**src/rtl/uart_cmd_rx.sv**
```systemverilog
// uart_cmd_rx: 8N1 UART receiver that turns ASCII drive letters into a 3-bit valid/ready command.
// Define CMD_WATCHDOG_EN to build the link watchdog, which injects STOP after a silent link.
module uart_cmd_rx #(
    parameter int unsigned CLK_FREQ   = 50_000_000,
    parameter int unsigned BAUD       = 115200,
    parameter int unsigned TIMEOUT_MS = 500
) (
    input  logic       clk,
    input  logic       rst_n,
    input  logic       uart_in,
    output logic [2:0] cmd,
    output logic       cmd_valid,
    input  logic       cmd_ready,
    output logic       frame_err,
    output logic       bad_char,
    output logic       overrun,
    output logic       timeout
);
    localparam int unsigned     CLKS_PER_BIT = CLK_FREQ / BAUD;
    localparam int unsigned     HALF_BIT     = CLKS_PER_BIT / 2;
    localparam int unsigned     CW           = $clog2(CLKS_PER_BIT);
    localparam longint unsigned WD_CYCLES    = 64'(TIMEOUT_MS) * 64'(CLK_FREQ) / 64'd1000;

    if (CLKS_PER_BIT < 4 || WD_CYCLES < 1) begin : g_param_check
        $error("uart_cmd_rx: CLKS_PER_BIT must be >= 4 and the watchdog period non-zero");
    end

    typedef enum logic [2:0] {StIdle, StStart, StData, StStop, StBreak} state_e;

    state_e        state_q, state_d;
    logic [CW-1:0] cnt_q, cnt_d;
    logic [2:0]    bit_q, bit_d;
    logic [7:0]    rx_byte_q, rx_byte_d;
    logic          sync_q, rx_s;
    logic          stop_ok, stop_bad;
    logic          hit, byte_load, load, wd_fire, valid_d;
    logic [2:0]    code, cmd_d;

    always_ff @(posedge clk or negedge rst_n) begin
        if (!rst_n) begin
            sync_q <= 1'b1;
            rx_s   <= 1'b1;
        end else begin
            sync_q <= uart_in;
            rx_s   <= sync_q;
        end
    end

    always_ff @(posedge clk or negedge rst_n) begin
        if (!rst_n) begin
            state_q   <= StIdle;
            cnt_q     <= '0;
            bit_q     <= '0;
            rx_byte_q <= '0;
        end else begin
            state_q   <= state_d;
            cnt_q     <= cnt_d;
            bit_q     <= bit_d;
            rx_byte_q <= rx_byte_d;
        end
    end

    // The detect cycle counts as the first half-bit cycle, so the start sample lands
    // HALF_BIT cycles after rx_s first goes low.
    always_comb begin
        state_d   = state_q;
        cnt_d     = cnt_q + CW'(1);
        bit_d     = bit_q;
        rx_byte_d = rx_byte_q;
        stop_ok   = 1'b0;
        stop_bad  = 1'b0;
        unique case (state_q)
            StIdle: begin
                cnt_d = '0;
                if (!rx_s) begin
                    state_d = StStart;
                    cnt_d   = CW'(1);
                    bit_d   = '0;
                end
            end
            StStart: begin
                if (cnt_q == CW'(HALF_BIT - 1)) begin
                    cnt_d   = '0;
                    state_d = rx_s ? StIdle : StData;
                end
            end
            StData: begin
                if (cnt_q == CW'(CLKS_PER_BIT - 1)) begin
                    cnt_d     = '0;
                    rx_byte_d = {rx_s, rx_byte_q[7:1]};
                    if (bit_q == 3'd7) begin
                        state_d = StStop;
                    end else begin
                        bit_d = bit_q + 3'd1;
                    end
                end
            end
            StStop: begin
                if (cnt_q == CW'(CLKS_PER_BIT - 1)) begin
                    cnt_d = '0;
                    if (rx_s) begin
                        stop_ok = 1'b1;
                        state_d = StIdle;
                    end else begin
                        stop_bad = 1'b1;
                        state_d  = StBreak;
                    end
                end
            end
            StBreak: begin
                cnt_d = '0;
                if (rx_s) begin
                    state_d = StIdle;
                end
            end
            default: state_d = StIdle;
        endcase
    end

    always_comb begin
        hit  = 1'b1;
        code = 3'd0;
        case (rx_byte_q)
            8'h53:   code = 3'd0;
            8'h46:   code = 3'd1;
            8'h42:   code = 3'd2;
            8'h4C:   code = 3'd3;
            8'h52:   code = 3'd4;
            default: hit  = 1'b0;
        endcase
    end

    // A load in the same cycle as a transfer keeps cmd_valid high and is not an overrun.
    always_comb begin
        byte_load = stop_ok && hit;
        load      = byte_load || wd_fire;
        cmd_d     = cmd;
        valid_d   = cmd_valid;
        if (cmd_valid && cmd_ready) begin
            valid_d = 1'b0;
        end
        if (load) begin
            cmd_d   = byte_load ? code : 3'd0;
            valid_d = 1'b1;
        end
    end

    always_ff @(posedge clk or negedge rst_n) begin
        if (!rst_n) begin
            cmd       <= '0;
            cmd_valid <= 1'b0;
            frame_err <= 1'b0;
            bad_char  <= 1'b0;
            overrun   <= 1'b0;
        end else begin
            cmd       <= cmd_d;
            cmd_valid <= valid_d;
            frame_err <= stop_bad;
            bad_char  <= stop_ok && !hit;
            overrun   <= load && cmd_valid && !cmd_ready;
        end
    end

`ifdef CMD_WATCHDOG_EN
    localparam int unsigned WW = $clog2(WD_CYCLES + 1);

    logic [WW-1:0] wd_cnt_q;
    logic          wd_armed_q;

    // A mapped byte arriving on the expiry cycle wins and re-arms instead.
    assign wd_fire = wd_armed_q && (wd_cnt_q == WW'(WD_CYCLES - 1)) && !byte_load;

    always_ff @(posedge clk or negedge rst_n) begin
        if (!rst_n) begin
            wd_cnt_q   <= '0;
            wd_armed_q <= 1'b0;
            timeout    <= 1'b0;
        end else begin
            timeout <= wd_fire;
            if (byte_load) begin
                wd_cnt_q   <= '0;
                wd_armed_q <= 1'b1;
            end else if (wd_fire) begin
                wd_cnt_q   <= '0;
                wd_armed_q <= 1'b0;
            end else if (wd_armed_q) begin
                wd_cnt_q <= wd_cnt_q + WW'(1);
            end
        end
    end
`else
    assign wd_fire = 1'b0;
    assign timeout = 1'b0;
`endif

endmodule

```
**config.mk**
```make
export PLATFORM = sky130hd
export DESIGN_NAME = uart_cmd_rx
export DESIGN_NICKNAME = d
export VERILOG_FILES = /design/src/rtl/uart_cmd_rx.sv
export SDC_FILE = /design/constraint.sdc
export NUM_CORES = 1
export LEC_CHECK = 0
export ABC_AREA = 1
export CAP_MARGIN = 30
export CORE_MARGIN = 8
export CORE_UTILIZATION = 40
export DETAILED_ROUTE_END_ITERATION = 12
export SLEW_MARGIN = 40
export SYNTH_ARGS = -nofsm -noshare
export SYNTH_HDL_FRONTEND = slang
export SYNTH_SLANG_ARGS = --single-unit
```
**constraint.sdc**
```tcl
create_clock -name clk -period 1.66 [get_ports clk]
set_input_delay 0.332 -clock clk [delete_from_list [all_inputs] [get_ports clk]]
set_output_delay 0.332 -clock clk [all_outputs]
set_load 0.01 [all_outputs]
```
Yosys cells after proc, flatten, opt, wreduce, memory -nomap -nowiden
Cells that the tools add are included.
{"block": "totals", "input_bits": 4, "word_cells": 74, "ramBits": 0, "output_inout_bits": 8, "romBits": 0, "regBits": 32, "n_memories": 0, "latchBits": 0}
{"block": "op_classes", "multipliers": 0, "eq_ne": 19, "addsub": 2, "n_reduce_logical": 15, "n_lt_le_gt_ge": 0, "shift": 0, "div_mod_pow": 0, "bitwise": 0, "n_mux": 27}
{"operator": "8-bit by 7-bit == test with 1-bit output (second input constant)", "n": 5}
{"operator": "9-bit case mux with 4 select lines", "n": 1}
{"operator": "3-bit 2-to-1 mux", "n": 10}
{"operator": "9-bit 2-to-1 mux", "n": 2}
{"operator": "3-bit case mux with 5 select lines", "n": 1}
{"operator": "2-bit inequality test (second input constant)", "n": 7}
{"operator": "3-bit case mux with 4 select lines", "n": 1}
{"operator": "1-bit 2-to-1 mux", "n": 10}
{"operator": "9-bit by 1-bit adder with 9-bit output (second input constant)", "n": 1}
{"operator": "9-bit by 8-bit == test with 1-bit output (second input constant)", "n": 1}
{"operator": "9-bit == test (second input constant)", "n": 1}
{"operator": "3-bit by 2-bit == test with 1-bit output (second input constant)", "n": 2}
{"operator": "3-bit == test (second input constant)", "n": 2}
{"operator": "3-bit case mux with 2 select lines", "n": 1}
{"operator": "6-bit AND reduction", "n": 1}
{"operator": "1-bit logical AND", "n": 5}
{"operator": "5-bit OR reduction", "n": 1}
{"operator": "4-bit AND reduction", "n": 1}
{"operator": "2-bit nonzero test", "n": 2}
{"operator": "3-bit by 1-bit adder with 3-bit output (second input constant)", "n": 1}
{"operator": "3-bit by 1-bit == test with 1-bit output (second input constant)", "n": 1}
{"operator": "3-bit zero test", "n": 1}
{"operator": "1-bit zero test", "n": 2}
{"operator": "2-bit 2-to-1 mux", "n": 1}
{"operator": "2 further kinds", "n": 2}

Depth between registers and ports, before layout
{"block": "depth", "word_depth": 6, "depth_mapped": 9, "depth_no_buf": 9}

Least setup slack after synthesis
Ideal clock, no wire load.
{"block": "synth_path", "path_kind": "register to register", "startpoint": "reg cnt_q[1]", "endpoint": "reg cnt_q[1]", "path_stages_with_launch": 9, "arrival_time_ps": 1288, "path_buffers": 0, "setup_ps": 119, "required_ps": 1541, "setup_slack_ps": 253, "synth_period_minus_slack_ps": 1407, "cell_sequence": "dfrtp_1 inv_1 ha_1 nand2_1 nor2_1 nand2_4 nand2_4 nand3_4 and2_1"}
{"block": "synth_between", "elab_chain_len": 3, "word_cells_on_any_way": 6, "cone_classes": "1 x add/sub; 2 x eq/ne; 3 x mux"}
{"item": "from (decl)", "line": "31", "source": "logic [CW-1:0] cnt_q, cnt_d;"}
{"item": "from (signal assigned)", "line": "57", "source": "cnt_q <= cnt_d;"}
{"item": "9-bit by 1-bit adder with 9-bit output (tied with other cells)", "line": "67", "source": "cnt_d = cnt_q + CW'(1);"}
{"item": "9-bit 2-to-1 mux (on tied branches)", "line": "88, 99, 82"}
{"item": "9-bit case mux with 4 select lines *", "line": "72", "source": "unique case (state_q)"}
{"item": "net cnt_d[1]", "line": "31"}
The timed path passes the listed nets; every way through them passes the cells marked *.
A chain may end at the register's enable or synchronous reset.

Final worst setup path
{"block": "layout_path", "startpoint": "reg cmd[2]", "endpoint": "out cmd[2]"}
{"item": "from (decl)", "line": "11", "source": "output logic [2:0] cmd,"}
{"item": "from (signal assigned)", "line": "156", "source": "cmd <= cmd_d;"}
No word-level cell between the ends.

==> impl_metrics.yaml <==
sta:
  drv_slew: 0
  hold_violations: 0
  setup_viol: 0
  rsz0062_at_grt: "false"
  period_needed_ps: 1511
  fin_setup_tns_ps: 0
  fin_ws_ps: 148.6
  timing.fmax_ghz: 0.6616
  fin_skew_ps: 6.860
  min_period_over_period_pct: 91.05
critical_path:
  required_ps: 1330
  arrival_ps: 1180
  cp-startpoint: "cmd[2]"
  worstPathCellList: "clkdlybuf4s50_1"
  crit_path_max_fanout: 2
  cp_num_buf_inv: 1
  slowest_delay_ps: 550
  worstSetupPathType: "reg2out"
  reg2reg_setup_slack_ps: 190
  r2r-start: "cnt_q[1]"
  cp-end-kind: "output port"
  startpoint_type: "register"
  crit_slowest_cell: "clkdlybuf4s50_1"
  path_delay_family: "buffers and inverters"
yosys:
  ys.flop_type: "dfrtp_1"
  synth_most_common_cell: "nand2_1"
  avgSynthCellArea_um2: 7.976
  synth_area_leader_cell: "dfrtp_1"
  synth_nets: 225
  synth-simple-area-share_pct: 36.67
  seq_area_frac_synth_pct: 46.62
  ys_types: 24
  synth_seq_cells: 32
  synthCells: 216
  synth-xor-area-share_pct: 0.5084
  synth-adder-area-share_pct: 3.631
  synth_area_leaders: "dfrtp_1, nand2_1, inv_1"
  synth-compound-area-share_pct: 3.631
  netlist.area_leader.share_pct: 43.57
  synth_top_family_by_area: "simple AND/OR/NAND/NOR gates"
  syn_area_um2: 1723
  synthMuxAreaShare_pct: 0
  synth_edf_count: 0
  synth_warnings: 0
  synth_common_cells: "nand2_1, inv_1, dfrtp_1, nor2_1, nand3_1"
  async_flop_share_pct: 100.0
placement:
  gp_congestion: 0.8373
  pre_cts_slack_ps: 121.6
  hpwlAfterDp_um: 2249
  io_buffers: 10
global_route:
  overflow: 0
  grt_max_degree: 33
  grt_pass1_wl_um: 5547
  grtUsageTotal_pct: 10.65
  antenna_found_initial: 0
  grt_pass1_vias: 1234
power:
  vdd_drop_max_mv: 0.4408
  p_per_area_nw_per_um2: 778.6
  leakagePower_uw: 0.001028
floorplan:
  dieArea_um2: 6663
  initial_core_util_pct: 40.40
  core-area_um2: 4264
  row_count: 24
  die_h_um: 81.63
  die_x_um: 81.63
  io_pins: 12
cts:
  cts_resized: 0
  clk_pin_slew_ps: 60
  post-cts-setup-buffer-count: 0
  cts_buffers: 5
  clock-sinks: 32
  clk_path_buf_depth: 2
  hold_buffers: 0
  htree_num_levels: 2
  cts_tree: "built"
  clkLatencyLatePin_ps: 280
  cts-root-buf: "clkbuf_8"
detailed_routing:
  routed_wl_um: 3052
  vias_per_cell: 4.577
  wire_per_inst_um: 10.75
  drcViolationCount: 0
  antenna_left: 0
  dr.pass1.iters: 4
  vias: 1300
  drtIter0Drc: 71
min_path:
  hold_path_class: "reg2reg"
  worstHoldStart: "sync_q"
final_layout:
  area_growth_pct: 15.40
  final_util_pct: 46.63
  layout.nets: 240
  diodes: 0
  layout-drive-gt1-share_pct: 10.34
job:
  maxCapViolations: 0
run_status:
  status: "complete, no violations"
through the flow:
stage / cells / hold slack (ps) / area, µm² / power, µW
after floorplan: 216 / 36.41 / 1723 / 806.2
after global placement: 276 / 346.0 / 1878 / 834.2
after detailed placement: 276 / 347.2 / 1878 / 834.4
after CTS: 284 / 356.8 / 1986 / 1578
after global routing: 284 / 364.8 / 1988 / 1611
final: 284 / 355.3 / 1988 / 1548
sequential cells by signal, indices dropped and copies added (netlist names):
signal	flops
frame_err	1
bad_char	1
bit_q	3
sync_q	1
cmd	3
overrun	1
cmd_valid	1
rx_s	1
cnt_q	9
rx_byte_q	8
state_q	3
final cells by class:
class | count | area (µm²)
Sequential cell | 32 | 803.3
Clock inverter | 2 | 35.03
Tap cell | 52 | 65.06
Timing Repair Buffer | 11 | 120.1
Inverter | 32 | 120.1
Fill cell | 418 | 2276
Multi-Input combinational cell | 149 | 772.0
Clock buffer | 6 | 72.57
layer usage:
layer	up-vias	GRT usage (%)	part of all wire, %
met1	572	14.81	52
li1	705	-	-
met4	0	4.737	1.7
met3	5	3.282	5.2
met2	18	14.80	41
met5	-	0	0
power breakdown:
| group | switching [µW] | total (µW) | internal, µW |
|---|---|---|---|
| Sequential | 1.90 | 786 | 784 |
| Combinational | 20.4 | 32.5 | 12.1 |
| Clock | 284 | 730 | 445 |
| Total | 307 | 1550 | 1240 |
cell usage in the layout (no fill, tap or decap), types with 2 or more instances in the layout:
cell / synthesis / layout
nand2_2: 3 / 3
o21ai_0: 11 / 11
ha_1: 5 / 5
nand2_4: 2 / 2
inv_1: 31 / 31
nand2_1: 69 / 69
nand4_1: 7 / 7
nor2_1: 19 / 18
clkbuf_8: 0 / 5
nand3_1: 18 / 18
nand3_4: 2 / 2
nor3_1: 4 / 4
clkdlybuf4s50_1: 0 / 10
dfrtp_1: 30 / 30
dfstp_2: 2 / 2
nor2_4: 2 / 2
cell families after synthesis:
logic type                 Yosys count
and+or+nand+nor                    130
buffers and inverters               35
DFF                                 32
AOI/OAI and AO/OA                   12
adders and majority gates            5
xor gates and xnor gates             1
other                                1
path summary, 6_finish.rpt:
kind                            endpoint  depth (start not counted)
worst max-delay path              cmd[2]                          1
worst min-delay path                rx_s                          0
worst max register to register  cnt_q[1]                          8
worst min register to register      rx_s                          0
max in group asynchronous         sync_q                          2
min in group asynchronous       cnt_q[3]                          2
(Power assumes the default switching activity.)
